==> config.mk <==
export PLATFORM = sky130hd
export DESIGN_NAME = dift_trap_ctrl
export DESIGN_NICKNAME = d
export VERILOG_FILES = /design/src/rtl/riscv_defines.sv /design/src/rtl/dift_trap_log.sv /design/src/rtl/dift_trap_ctrl.sv
export SDC_FILE = /design/constraint.sdc
export NUM_CORES = 1
export LEC_CHECK = 0
export ABC_AREA = 1
export BUFFER_PORTS_ARGS = -buffer_cell sky130_fd_sc_hd__buf_4
export CORE_MARGIN = 2
export CORE_UTILIZATION = 25
export DETAILED_ROUTE_END_ITERATION = 16
export PLACE_DENSITY = 0.51
export SYNTH_ARGS = -nofsm -noshare
export SYNTH_HDL_FRONTEND = slang
export SYNTH_SLANG_ARGS = --single-unit
==> constraint.sdc <==
create_clock -name clk -period 3.7 [get_ports clk]
set_clock_uncertainty 0.1 [all_clocks]
set_input_delay 0.555 -clock clk [delete_from_list [all_inputs] [get_ports clk]]
set_output_delay 0.555 -clock clk [all_outputs]
set_load 0.01 [all_outputs]
==> src/rtl/riscv_defines.sv <==
// -----------------------------------------------------------------------------
// riscv_defines
// Shared type definitions for the DIFT (dynamic information flow tracking)
// trap path.
//   dift_trap_t       : trap type reported by the tag check unit
//   dift_trap_state_t : state of the trap controller exception FSM
//   dift_is_event     : qualifies a trap pulse as a real violation event
// -----------------------------------------------------------------------------
package riscv_defines;

  typedef enum logic [2:0] {
    DIFT_TRAP_TYPE_NONE   = 3'd0,
    DIFT_TRAP_TYPE_EXEC   = 3'd1,
    DIFT_TRAP_TYPE_ALU    = 3'd2,
    DIFT_TRAP_TYPE_BRANCH = 3'd3,
    DIFT_TRAP_TYPE_JALR   = 3'd4,
    DIFT_TRAP_TYPE_LOAD   = 3'd5,
    DIFT_TRAP_TYPE_STOR   = 3'd6
  } dift_trap_t;

  typedef enum logic {
    IDLE = 1'b0,
    REQ  = 1'b1
  } dift_trap_state_t;

  // A trap pulse carrying type NONE is not a violation and is dropped.
  function automatic logic dift_is_event(input logic trap, input dift_trap_t ttype);
    return trap && (ttype != DIFT_TRAP_TYPE_NONE);
  endfunction

endpackage

==> src/rtl/dift_trap_log.sv <==
// -----------------------------------------------------------------------------
// dift_trap_log
// First-word-fall-through FIFO recording {type, PC} of every violation event.
// Parameter DEPTH must be a power of two, at least 2 (pointers wrap naturally).
// Ports:
//   clk, rst          : clock, synchronous active-high reset
//   push_i            : write {type_i, pc_i}
//   pop_i             : remove head (ignored when empty)
//   clr_i             : empty the FIFO and clear overflow (beats push/pop)
//   valid_o           : FIFO non-empty
//   type_o, pc_o      : head entry (NONE / 0 when empty)
//   ovf_o             : sticky, set when a push to a full FIFO is dropped
// -----------------------------------------------------------------------------
module dift_trap_log
  import riscv_defines::*;
#(
  parameter int unsigned DEPTH = 4
) (
  input  logic        clk,
  input  logic        rst,
  input  logic        push_i,
  input  dift_trap_t  type_i,
  input  logic [31:0] pc_i,
  input  logic        pop_i,
  input  logic        clr_i,
  output logic        valid_o,
  output dift_trap_t  type_o,
  output logic [31:0] pc_o,
  output logic        ovf_o
);

  localparam int unsigned AW = $clog2(DEPTH);

  dift_trap_t  mem_type_q [DEPTH];
  logic [31:0] mem_pc_q   [DEPTH];

  logic [AW-1:0] wr_ptr_q, wr_ptr_d;
  logic [AW-1:0] rd_ptr_q, rd_ptr_d;
  logic [AW:0]   cnt_q, cnt_d;
  logic          ovf_q, ovf_d;

  logic full_s, empty_s, pop_s, push_s;

  assign full_s  = (cnt_q == (AW+1)'(DEPTH));
  assign empty_s = (cnt_q == '0);
  assign pop_s   = pop_i && !empty_s;
  // A full FIFO still accepts a push when the head leaves in the same cycle.
  assign push_s  = push_i && (!full_s || pop_s);

  // Next-state for pointers, occupancy and overflow flag.
  always_comb begin
    wr_ptr_d = wr_ptr_q;
    rd_ptr_d = rd_ptr_q;
    cnt_d    = cnt_q;
    ovf_d    = ovf_q;
    if (clr_i) begin
      wr_ptr_d = '0;
      rd_ptr_d = '0;
      cnt_d    = '0;
      ovf_d    = 1'b0;
    end else begin
      if (push_s) begin
        wr_ptr_d = wr_ptr_q + AW'(1);
      end else begin
        wr_ptr_d = wr_ptr_q;
      end
      if (pop_s) begin
        rd_ptr_d = rd_ptr_q + AW'(1);
      end else begin
        rd_ptr_d = rd_ptr_q;
      end
      case ({push_s, pop_s})
        2'b10:   cnt_d = cnt_q + (AW+1)'(1);
        2'b01:   cnt_d = cnt_q - (AW+1)'(1);
        default: cnt_d = cnt_q;
      endcase
      if (push_i && !push_s) begin
        ovf_d = 1'b1;
      end else begin
        ovf_d = ovf_q;
      end
    end
  end

  // Control registers.
  always_ff @(posedge clk) begin
    if (rst) begin
      wr_ptr_q <= '0;
      rd_ptr_q <= '0;
      cnt_q    <= '0;
      ovf_q    <= 1'b0;
    end else begin
      wr_ptr_q <= wr_ptr_d;
      rd_ptr_q <= rd_ptr_d;
      cnt_q    <= cnt_d;
      ovf_q    <= ovf_d;
    end
  end

  // Entry storage; contents are only observed through valid pointers, so no reset.
  always_ff @(posedge clk) begin
    if (push_s && !clr_i) begin
      mem_type_q[wr_ptr_q] <= type_i;
      mem_pc_q[wr_ptr_q]   <= pc_i;
    end
  end

  assign valid_o = !empty_s;
  assign type_o  = empty_s ? DIFT_TRAP_TYPE_NONE : mem_type_q[rd_ptr_q];
  assign pc_o    = empty_s ? 32'h0 : mem_pc_q[rd_ptr_q];
  assign ovf_o   = ovf_q;

endmodule

==> src/rtl/dift_trap_ctrl.sv <==
// -----------------------------------------------------------------------------
// dift_trap_ctrl
// Turns DIFT trap pulses into an exception request held until acknowledged,
// counts violations (saturating) and optionally records them in a trap log.
// Optional feature macro: DIFT_TRAP_LOG_EN (enables the trap log FIFO).
// Ports:
//   clk, rst                  : clock, synchronous active-high reset
//   trap_i/trap_type_i/trap_pc_i : trap pulse with type and PC
//   exc_req_o, exc_ack_i      : exception request / acknowledge handshake
//   exc_cause_o, exc_pc_o     : pending trap type and PC (NONE / 0 when idle)
//   viol_cnt_o, cnt_clr_i     : saturating violation counter and its clear
//   log_rd_i, log_clr_i       : log pop and log clear
//   log_valid_o, log_type_o, log_pc_o, log_ovf_o : log head and overflow flag
// -----------------------------------------------------------------------------
module dift_trap_ctrl
  import riscv_defines::*;
#(
  parameter int unsigned CNT_WIDTH = 16,
  parameter int unsigned LOG_DEPTH = 4
) (
  input  logic                 clk,
  input  logic                 rst,
  input  logic                 trap_i,
  input  dift_trap_t           trap_type_i,
  input  logic [31:0]          trap_pc_i,
  output logic                 exc_req_o,
  input  logic                 exc_ack_i,
  output dift_trap_t           exc_cause_o,
  output logic [31:0]          exc_pc_o,
  output logic [CNT_WIDTH-1:0] viol_cnt_o,
  input  logic                 cnt_clr_i,
  input  logic                 log_rd_i,
  output logic                 log_valid_o,
  output dift_trap_t           log_type_o,
  output logic [31:0]          log_pc_o,
  output logic                 log_ovf_o,
  input  logic                 log_clr_i
);

  dift_trap_state_t     state_q, state_d;
  dift_trap_t           cause_q, cause_d;
  logic [31:0]          pc_q, pc_d;
  logic [CNT_WIDTH-1:0] cnt_q, cnt_d;
  logic                 event_s;

  assign event_s = dift_is_event(trap_i, trap_type_i);

  // Exception FSM next-state; cause/PC are zeroed whenever the FSM goes idle.
  always_comb begin
    state_d = state_q;
    cause_d = cause_q;
    pc_d    = pc_q;
    case (state_q)
      IDLE: begin
        if (event_s) begin
          state_d = REQ;
          cause_d = trap_type_i;
          pc_d    = trap_pc_i;
        end else begin
          state_d = IDLE;
        end
      end
      REQ: begin
        if (exc_ack_i && event_s) begin
          // Back-to-back: next request follows without a low cycle.
          state_d = REQ;
          cause_d = trap_type_i;
          pc_d    = trap_pc_i;
        end else if (exc_ack_i) begin
          state_d = IDLE;
          cause_d = DIFT_TRAP_TYPE_NONE;
          pc_d    = 32'h0;
        end else begin
          state_d = REQ;
        end
      end
      default: begin
        state_d = IDLE;
        cause_d = DIFT_TRAP_TYPE_NONE;
        pc_d    = 32'h0;
      end
    endcase
  end

  // Saturating violation counter; clear wins over a same-cycle event.
  always_comb begin
    cnt_d = cnt_q;
    if (cnt_clr_i) begin
      cnt_d = '0;
    end else if (event_s && (cnt_q != '1)) begin
      cnt_d = cnt_q + CNT_WIDTH'(1);
    end else begin
      cnt_d = cnt_q;
    end
  end

  // FSM, pending trap and counter registers.
  always_ff @(posedge clk) begin
    if (rst) begin
      state_q <= IDLE;
      cause_q <= DIFT_TRAP_TYPE_NONE;
      pc_q    <= 32'h0;
      cnt_q   <= '0;
    end else begin
      state_q <= state_d;
      cause_q <= cause_d;
      pc_q    <= pc_d;
      cnt_q   <= cnt_d;
    end
  end

  assign exc_req_o   = (state_q == REQ);
  assign exc_cause_o = cause_q;
  assign exc_pc_o    = pc_q;
  assign viol_cnt_o  = cnt_q;

`ifdef DIFT_TRAP_LOG_EN
  dift_trap_log #(
    .DEPTH (LOG_DEPTH)
  ) u_log (
    .clk     (clk),
    .rst     (rst),
    .push_i  (event_s),
    .type_i  (trap_type_i),
    .pc_i    (trap_pc_i),
    .pop_i   (log_rd_i),
    .clr_i   (log_clr_i),
    .valid_o (log_valid_o),
    .type_o  (log_type_o),
    .pc_o    (log_pc_o),
    .ovf_o   (log_ovf_o)
  );
`else
  logic unused_log_s;
  assign unused_log_s = ^{log_rd_i, log_clr_i, LOG_DEPTH[0]};
  assign log_valid_o  = 1'b0;
  assign log_type_o   = DIFT_TRAP_TYPE_NONE;
  assign log_pc_o     = 32'h0;
  assign log_ovf_o    = 1'b0;
`endif

endmodule

==> results.tsv, run 1 <==
stage	metric	value	unit
clock_network	Resized Gates After CTS	0	
yosys	Seq cells post-synth	52	
global_routing	first-pass GRT wire length	9680	µm
clock_network	H-tree levels	2	
floorplan	Core Region	0.00973	mm²
final_layout	share of cells above drive strength 1	26.3	%
global_routing	GR Overflow Total	0	
clock_network	TritonCTS clock tree	done	
critical_path	Crit Reg-Reg Startpoint	viol_cnt_o[0]	
power_and_ir_drop	Max rail drop VDD	0.126	mV
sta	actual slew at the worst max-slew pin	0.909	ns
floorplan	Core Rows	36	
placement	Placed Area	0.00312	mm²
critical_path	Worst setup EP type	register	
critical_path	worst r2r path cells	8	
critical_path	critical-path cell list	buf_4 > nor2_1 > nand2_1 > nand2_4 > inv_2 > o21ai_4 > nand2_1 > a21oi_1	
sta	RSZ-0062 raised after global routing	no	
critical_path	startpoint types	input pin	
clock_network	Num CTS Buffers	5	
critical_path	cell family with most CP delay	compound AO/OA/AOI/OAI gates	
yosys	Mapped Avg Cell Area	7.35	µm²
detailed_routing	Vias	2303	
yosys	Post-Syn Instances	338	
power_and_ir_drop	pwr dens	346	mW/mm²
sta	final worst-path setup slack	1.78	ns
sta	slew margin rel.	39.2	%
sta	fmax	0.522	GHz
floorplan	Die H	104	µm
clock_network	clk slew on worst S/H paths	0.10	ns
detailed_routing	Remaining DRCs	0	
placement	pre-CTS setup slack	1.38	ns
critical_path	Reg2Reg Setup Slack	1.89	ns
final_layout	nets	468	
yosys	count of warnings emitted by yosys	0	
critical_path	r2r endpoint	viol_cnt_o[1]	
critical_path	worst-path maximum fanout	35	
sta	Setup violations, final	0	
clock_network	postcts setup bufs	0	
sta	Final period util	51.8	%
floorplan	Ports	131	
yosys	synthesized area	0.00248	mm²
worst_hold_path	hold path startpoint	exc_pc_o[28]	
floorplan	starting density of the core	25.5	%
sta	Pins Over Slew Limit	0	
detailed_routing	remaining antenna violation count	0	
outcome	status	finished, final reports clean	
final_layout	fin area	0.00321	mm²
global_routing	GRT Overall Usage	10.8	%
placement	port buffer count	91	
sta	hold_ws	0.366	ns
clock_network	Root Driver	clkbuf_8	
detailed_routing	DR pass1 iterations	4	
detailed_routing	WL final	6070	µm
global_routing	largest net degree at the start of global routing	38	
worst_hold_path	Hold Path End	exc_pc_o[28]	
clock_network	maximum clock path buffer count	2	
yosys	asr flop ratio synth	0	%
worst_hold_path	WHS Path Cells	2	
detailed_routing	wire per inst	10.9	µm
critical_path	Worst Path Buf+Inv	2	
critical_path	CP max stage delay	0.69	ns
worst_hold_path	Hold Path Class	register to register	
global_routing	initial antenna violation count	0	
detailed_routing	vias per std cell	4.12	
floorplan	Die W	104	µm
critical_path	cell mode on critical path	nand2_1	
critical_path	CP Class	input pin to register	
placement	DPL Wire Length	4230	µm
final_layout	area grow syn2layout	29.3	%
sta	total negative slack	0	ns
clock_network	Post-CTS Hold Buffers	0	
clock_network	CTS sink cnt	52	
critical_path	worst endpoint data arrival time	2.06	ns
placement	RePlAce Congestion	0.765	
global_routing	vias in the first global route	1965	
sta	Hold Fails Final Rpt	0	
sta	minimum clock period	1.92	ns
final_layout	antenna diode count	0	
yosys	top_reg_cell synth	dfxtp_1	
yosys	Seq/Total Area, Yosys	41.9	%
detailed_routing	DR iter-0 viols	83	
critical_path	Req. time, crit path	3.84	ns
yosys	Post-synth EDFFs	0	
power_and_ir_drop	LEAKAGE	1.40	nW
run	max_cap viols	0	
yosys	Cell variety after synth	26	
critical_path	Worst path slowest cell	o21ai_4	
floorplan	die footprint	0.0107	mm²
clock_network	Clk Latency, worst-skew pair	0.30	ns
==> worst max path at each step <==
stage                                 to  slack [ns]           start  depth (start not counted)
final                       exc_pc_o[21]        1.78  trap_type_i[1]                          8
after global routing        exc_pc_o[26]        1.59  trap_type_i[1]                          8
after CTS                   exc_pc_o[21]        1.71  trap_type_i[1]                          8
after detailed placement    exc_pc_o[21]        1.38  trap_type_i[1]                          8
after global placement      exc_pc_o[12]        1.42  trap_type_i[1]                          8
after floorplan           viol_cnt_o[10]        2.06   viol_cnt_o[0]                          9
==> layout by cell type (no fill, tap or decap), types with 2 or more instances in the layout <==
master,count
a21oi_1,50
buf_4,92
clkbuf_8,5
conb_1,37
dfxtp_1,52
inv_1,13
nand2_1,106
nand2_2,2
nand3_1,22
nand4_1,3
nor2_1,19
nor2_2,5
o21ai_0,2
xnor2_1,2
xor2_1,5
==> sequential cells by signal, indices dropped and copies added (netlist names) <==
signal	flops
exc_req_o	1
viol_cnt_o	16
exc_pc_o	32
exc_cause_o	3
==> Yosys cell counts (2+ instances only) <==
master	number	share of area, %
buf_4	37	11
clkbuf_1	2	0.30
nand3_1	22	4.4
a21oi_1	50	10
nand2_2	2	0.50
o21ai_0	2	0.40
dfxtp_1	52	42
xor2_1	5	1.8
buf_2	4	0.81
nand4_1	3	0.76
nor2_2	5	1.3
nor2_1	19	2.9
inv_1	13	2.0
xnor2_1	2	0.71
buf_6	4	1.8
nand2_1	106	16
==> where the power goes <==
group | leakage (nW) | switching [W] | internal [W]
registers | 0.425 | 0.0000130 | 0.000583
clock network | 0.0445 | 0.000204 | 0.000135
logic | 0.930 | 0.000102 | 0.0000754
==> per-layer routing <==
metal | GRT usage, % | routed length (µm) | vias up | share of wire (%)
met1 | 13.6 | 2820 | 1037 | 46
met2 | 18.6 | 2870 | 85 | 47
met5 | 0 | 0 | - | 0
met4 | 2.61 | 58 | 0 | 0.96
met3 | 2.89 | 323 | 5 | 5.3
li1 | - | - | 1176 | -
==> kinds of logic after synthesis <==
group,count (synthesis),share of synthesized area (%)
buffers and inverters,63,16.5
xor gates and xnor gates,7,2.47
DFF,52,41.9
other,1,0.151
and+or+nand+nor,160,27.0
AOI/OAI and AO/OA,54,11.5
adders and majority gates,1,0.504
==> worst reg2reg max path: stages, from the launching register on <==
cell     delay [ns]
dfxtp_1        0.46
ha_1           0.26
nand2_1        0.08
nor2_2         0.18
nand2_2        0.10
nor2_2         0.18
nor2_4         0.13
o21ai_0        0.16
nor2_1         0.05
==> through the flow <==
stage	instances	utilization [%]	power, W
2_1_floorplan	374	-	0.000738
3_3_place_gp	551	32.1	0.000788
3_5_place_dp	551	32.1	0.000790
4_1_cts	559	33.0	0.00114
5_1_grt	559	33.0	0.00118
6_report	559	33.0	0.00111
==> area by class of cell <==
| type | count | area [µm²] |
|---|---|---|
| Timing Repair Buffer | 92 | 691 |
| Sequential cell | 52 | 1040 |
| Fill cell | 1076 | 6520 |
| Inverter | 15 | 56.3 |
| Clock buffer | 5 | 68.8 |
| Multi-Input combinational cell | 259 | 1170 |
| Tap cell | 133 | 166 |
| Clock inverter | 3 | 21.3 |
(Power assumes the default switching activity.)
==> run 2, diff against run 1 <==
--- a/config.mk
+++ b/config.mk
@@ -10,7 +10,7 @@
 export CORE_MARGIN = 2
 export CORE_UTILIZATION = 25
 export DETAILED_ROUTE_END_ITERATION = 16
-export PLACE_DENSITY = 0.51
+export PLACE_DENSITY = 0.52
 export SYNTH_ARGS = -nofsm -noshare
 export SYNTH_HDL_FRONTEND = slang
 export SYNTH_SLANG_ARGS = --single-unit
==> constraint.sdc (replaced) <==
create_clock -name clk -period 1.65 [get_ports clk]
set_clock_uncertainty 0.1 [all_clocks]
set_input_delay 0.2475 -clock clk [delete_from_list [all_inputs] [get_ports clk]]
set_output_delay 0.2475 -clock clk [all_outputs]
set_load 0.01 [all_outputs]
==> results.tsv, run 2 (synthesis gave the netlist of run 1 again) <==
stage	metric	value	unit	change
clock_network	Post-CTS Hold Buffers	0		unchanged
critical_path	Worst setup EP type	register		
power_and_ir_drop	Power Total	0.00255	W	+130%
detailed_routing	Vias	2372		+3.0%
clock_network	Clk Latency, worst-skew pair	0.31	ns	about the same
global_routing	initial antenna violation count	0		unchanged
placement	RePlAce Congestion	0.786		+2.7%
sta	Setup violations, final	0		unchanged
floorplan	Die W	104	µm	unchanged
sta	hold_ws	0.0980	ns	-0.268 ns
floorplan	Die H	104	µm	unchanged
placement	pre-CTS setup slack	0.0254	ns	-1.35 ns
final_layout	antenna diode count	0		unchanged
critical_path	cell mode on critical path	nor2_4		
global_routing	first-pass GRT wire length	10100	µm	+4.2%
final_layout	nets	490		+4.7%
critical_path	critical-path cell list	ha_2 > nand2_2 > nor2_4 > nand2_2 > nor2_4 > nor2_4 > buf_12 > a21oi_1 > nor2_1		
placement	port buffer count	91		unchanged
sta	final worst-path setup slack	0.117	ns	-1.67 ns
power_and_ir_drop	pwr dens	738	mW/mm²	+110%
detailed_routing	WL final	6380	µm	+5.0%
final_layout	commonest non-fill, non-tap cell in the layout	buf_4		
global_routing	vias in the first global route	2103		+7.0%
final_layout	Util after Layout	35.5	%	+2.5 points
global_routing	largest net degree at the start of global routing	29		-24%
clock_network	Root Driver	clkbuf_8		
floorplan	Ports	131		unchanged
critical_path	Reg2Reg Setup Slack	0.12	ns	-1.77 ns
detailed_routing	DR iter-0 viols	64		-23%
floorplan	Core Region	0.00973	mm²	unchanged
detailed_routing	Remaining DRCs	0		unchanged
critical_path	worst-path maximum fanout	8		-77%
clock_network	TritonCTS clock tree	done		
floorplan	die footprint	0.0107	mm²	unchanged
critical_path	Req. time, crit path	1.75	ns	-2.09 ns
final_layout	register area	0.00105	mm²	+0.60%
run	max_cap viols	0		unchanged
detailed_routing	remaining antenna violation count	0		unchanged
sta	fmax	0.652	GHz	
final_layout	fillers	1083		+0.65%
sta	Final period util	92.9	%	
critical_path	Worst path slowest cell	dfxtp_2		
placement	DPL Wire Length	4520	µm	+6.7%
sta	minimum clock period	1.53	ns	
detailed_routing	vias per std cell	4.08		-0.90%
final_layout	area grow syn2layout	39.2	%	
sta	total negative slack	0	ns	unchanged
final_layout	area of the multi-input gates	0.00121	mm²	+3.3%
floorplan	Core Rows	36		unchanged
sta	Pins Over Slew Limit	0		unchanged
detailed_routing	DR pass1 iterations	4		unchanged
critical_path	CP Class	register to register		
power_and_ir_drop	LEAKAGE	1.53	nW	+9.1%
power_and_ir_drop	Max rail drop VDD	0.293	mV	+130%
global_routing	GR Overflow Total	0		unchanged
outcome	status	finished, final reports clean		
worst_hold_path	Hold Path Class	input pin to register		
global_routing	GRT Overall Usage	11.4	%	+0.58 points
clock_network	maximum clock path buffer count	2		unchanged
critical_path	worst endpoint data arrival time	1.63	ns	-0.43 ns
clock_network	Num CTS Buffers	5		unchanged
final_layout	share of cells above drive strength 1	32.4	%	+6.1 points
clock_network	H-tree levels	2		unchanged
critical_path	startpoint types	register		
floorplan	starting density of the core	25.5	%	unchanged
clock_network	CTS sink cnt	52		unchanged
final_layout	commonest non-fill, non-tap cells in the layout	buf_4, nand2_1, a21oi_1		
final_layout	number of flip-flops in the largest register	32		unchanged
clock_network	clk slew on worst S/H paths	0.11	ns	about the same
detailed_routing	wire per inst	11.0	µm	+1.1%
sta	Hold Fails Final Rpt	0		unchanged
critical_path	CP max stage delay	0.35	ns	-0.34 ns
[run 2: cell count changes in the layout (fill, tap and decap cells not counted), sizes merged]
cell / before / now
clkinvlp: 1 / 2
buf: 92 / 114
clkbuf: 5 / 6
inv: 15 / 14
clkinv: 2 / 1
[run 2: critical path, delay by kind of cell, from the launching register on]
family / cells / cell delay [ns]
AOI/OAI and AO/OA: 1 / 0.12
adders and majority gates: 1 / 0.19
buffers and inverters: 1 / 0.13
DFF: 1 / 0.35
and+or+nand+nor: 6 / 0.54
[run 2: final timing paths]
| check | cells past startpoint | start | end |
|---|---|---|---|
| max reg2reg | 9 | viol_cnt_o[0] | viol_cnt_o[13] |
| min reg2reg | 2 | exc_pc_o[27] | exc_pc_o[27] |
| min | 3 | trap_pc_i[11] | exc_pc_o[11] |
| max | 9 | viol_cnt_o[0] | viol_cnt_o[13] |
[run 2: per-layer routing]
| layer | wire [µm] | global-route usage (%) | vias up |
|---|---|---|---|
| met5 | 0 | 0 | - |
| met4 | 31 | 2.61 | 0 |
| met3 | 382 | 3.21 | 2 |
| met2 | 3250 | 20.2 | 76 |
| met1 | 2710 | 13.7 | 1077 |
| li1 | - | - | 1217 |
[run 2: per-stage QoR]
step / std cells / instance area (µm²)
2_1_floorplan: 374 / 2620
3_3_place_gp: 569 / 3270
3_5_place_dp: 569 / 3270
4_1_cts: 580 / 3410
5_1_grt: 581 / 3460
6_report: 581 / 3460
[run 2: layout make-up]
cell class,count,share of cell area [%]
multi-input combinational,259,34.9
sequential,52,30.3
timing repair buffer,114,25.6
tap,133,4.81
clock buffer,6,2.39
inverter,15,1.63
clock inverter,2,0.434
[run 2: where the power goes]
part           total [W]  internal, W  leakage (nW)  switching [W]
sequential       0.00134      0.00131         0.427      0.0000276
clock           0.000775     0.000341        0.0434       0.000435
combinational   0.000440     0.000200          1.06       0.000240
[run 2: repair_timing]
action,CTS,global route
gates resized for setup,1,16
hold endpoints to repair,0,0
pin swaps,1,3
setup endpoints to repair,3,15
buffers inserted,3,1
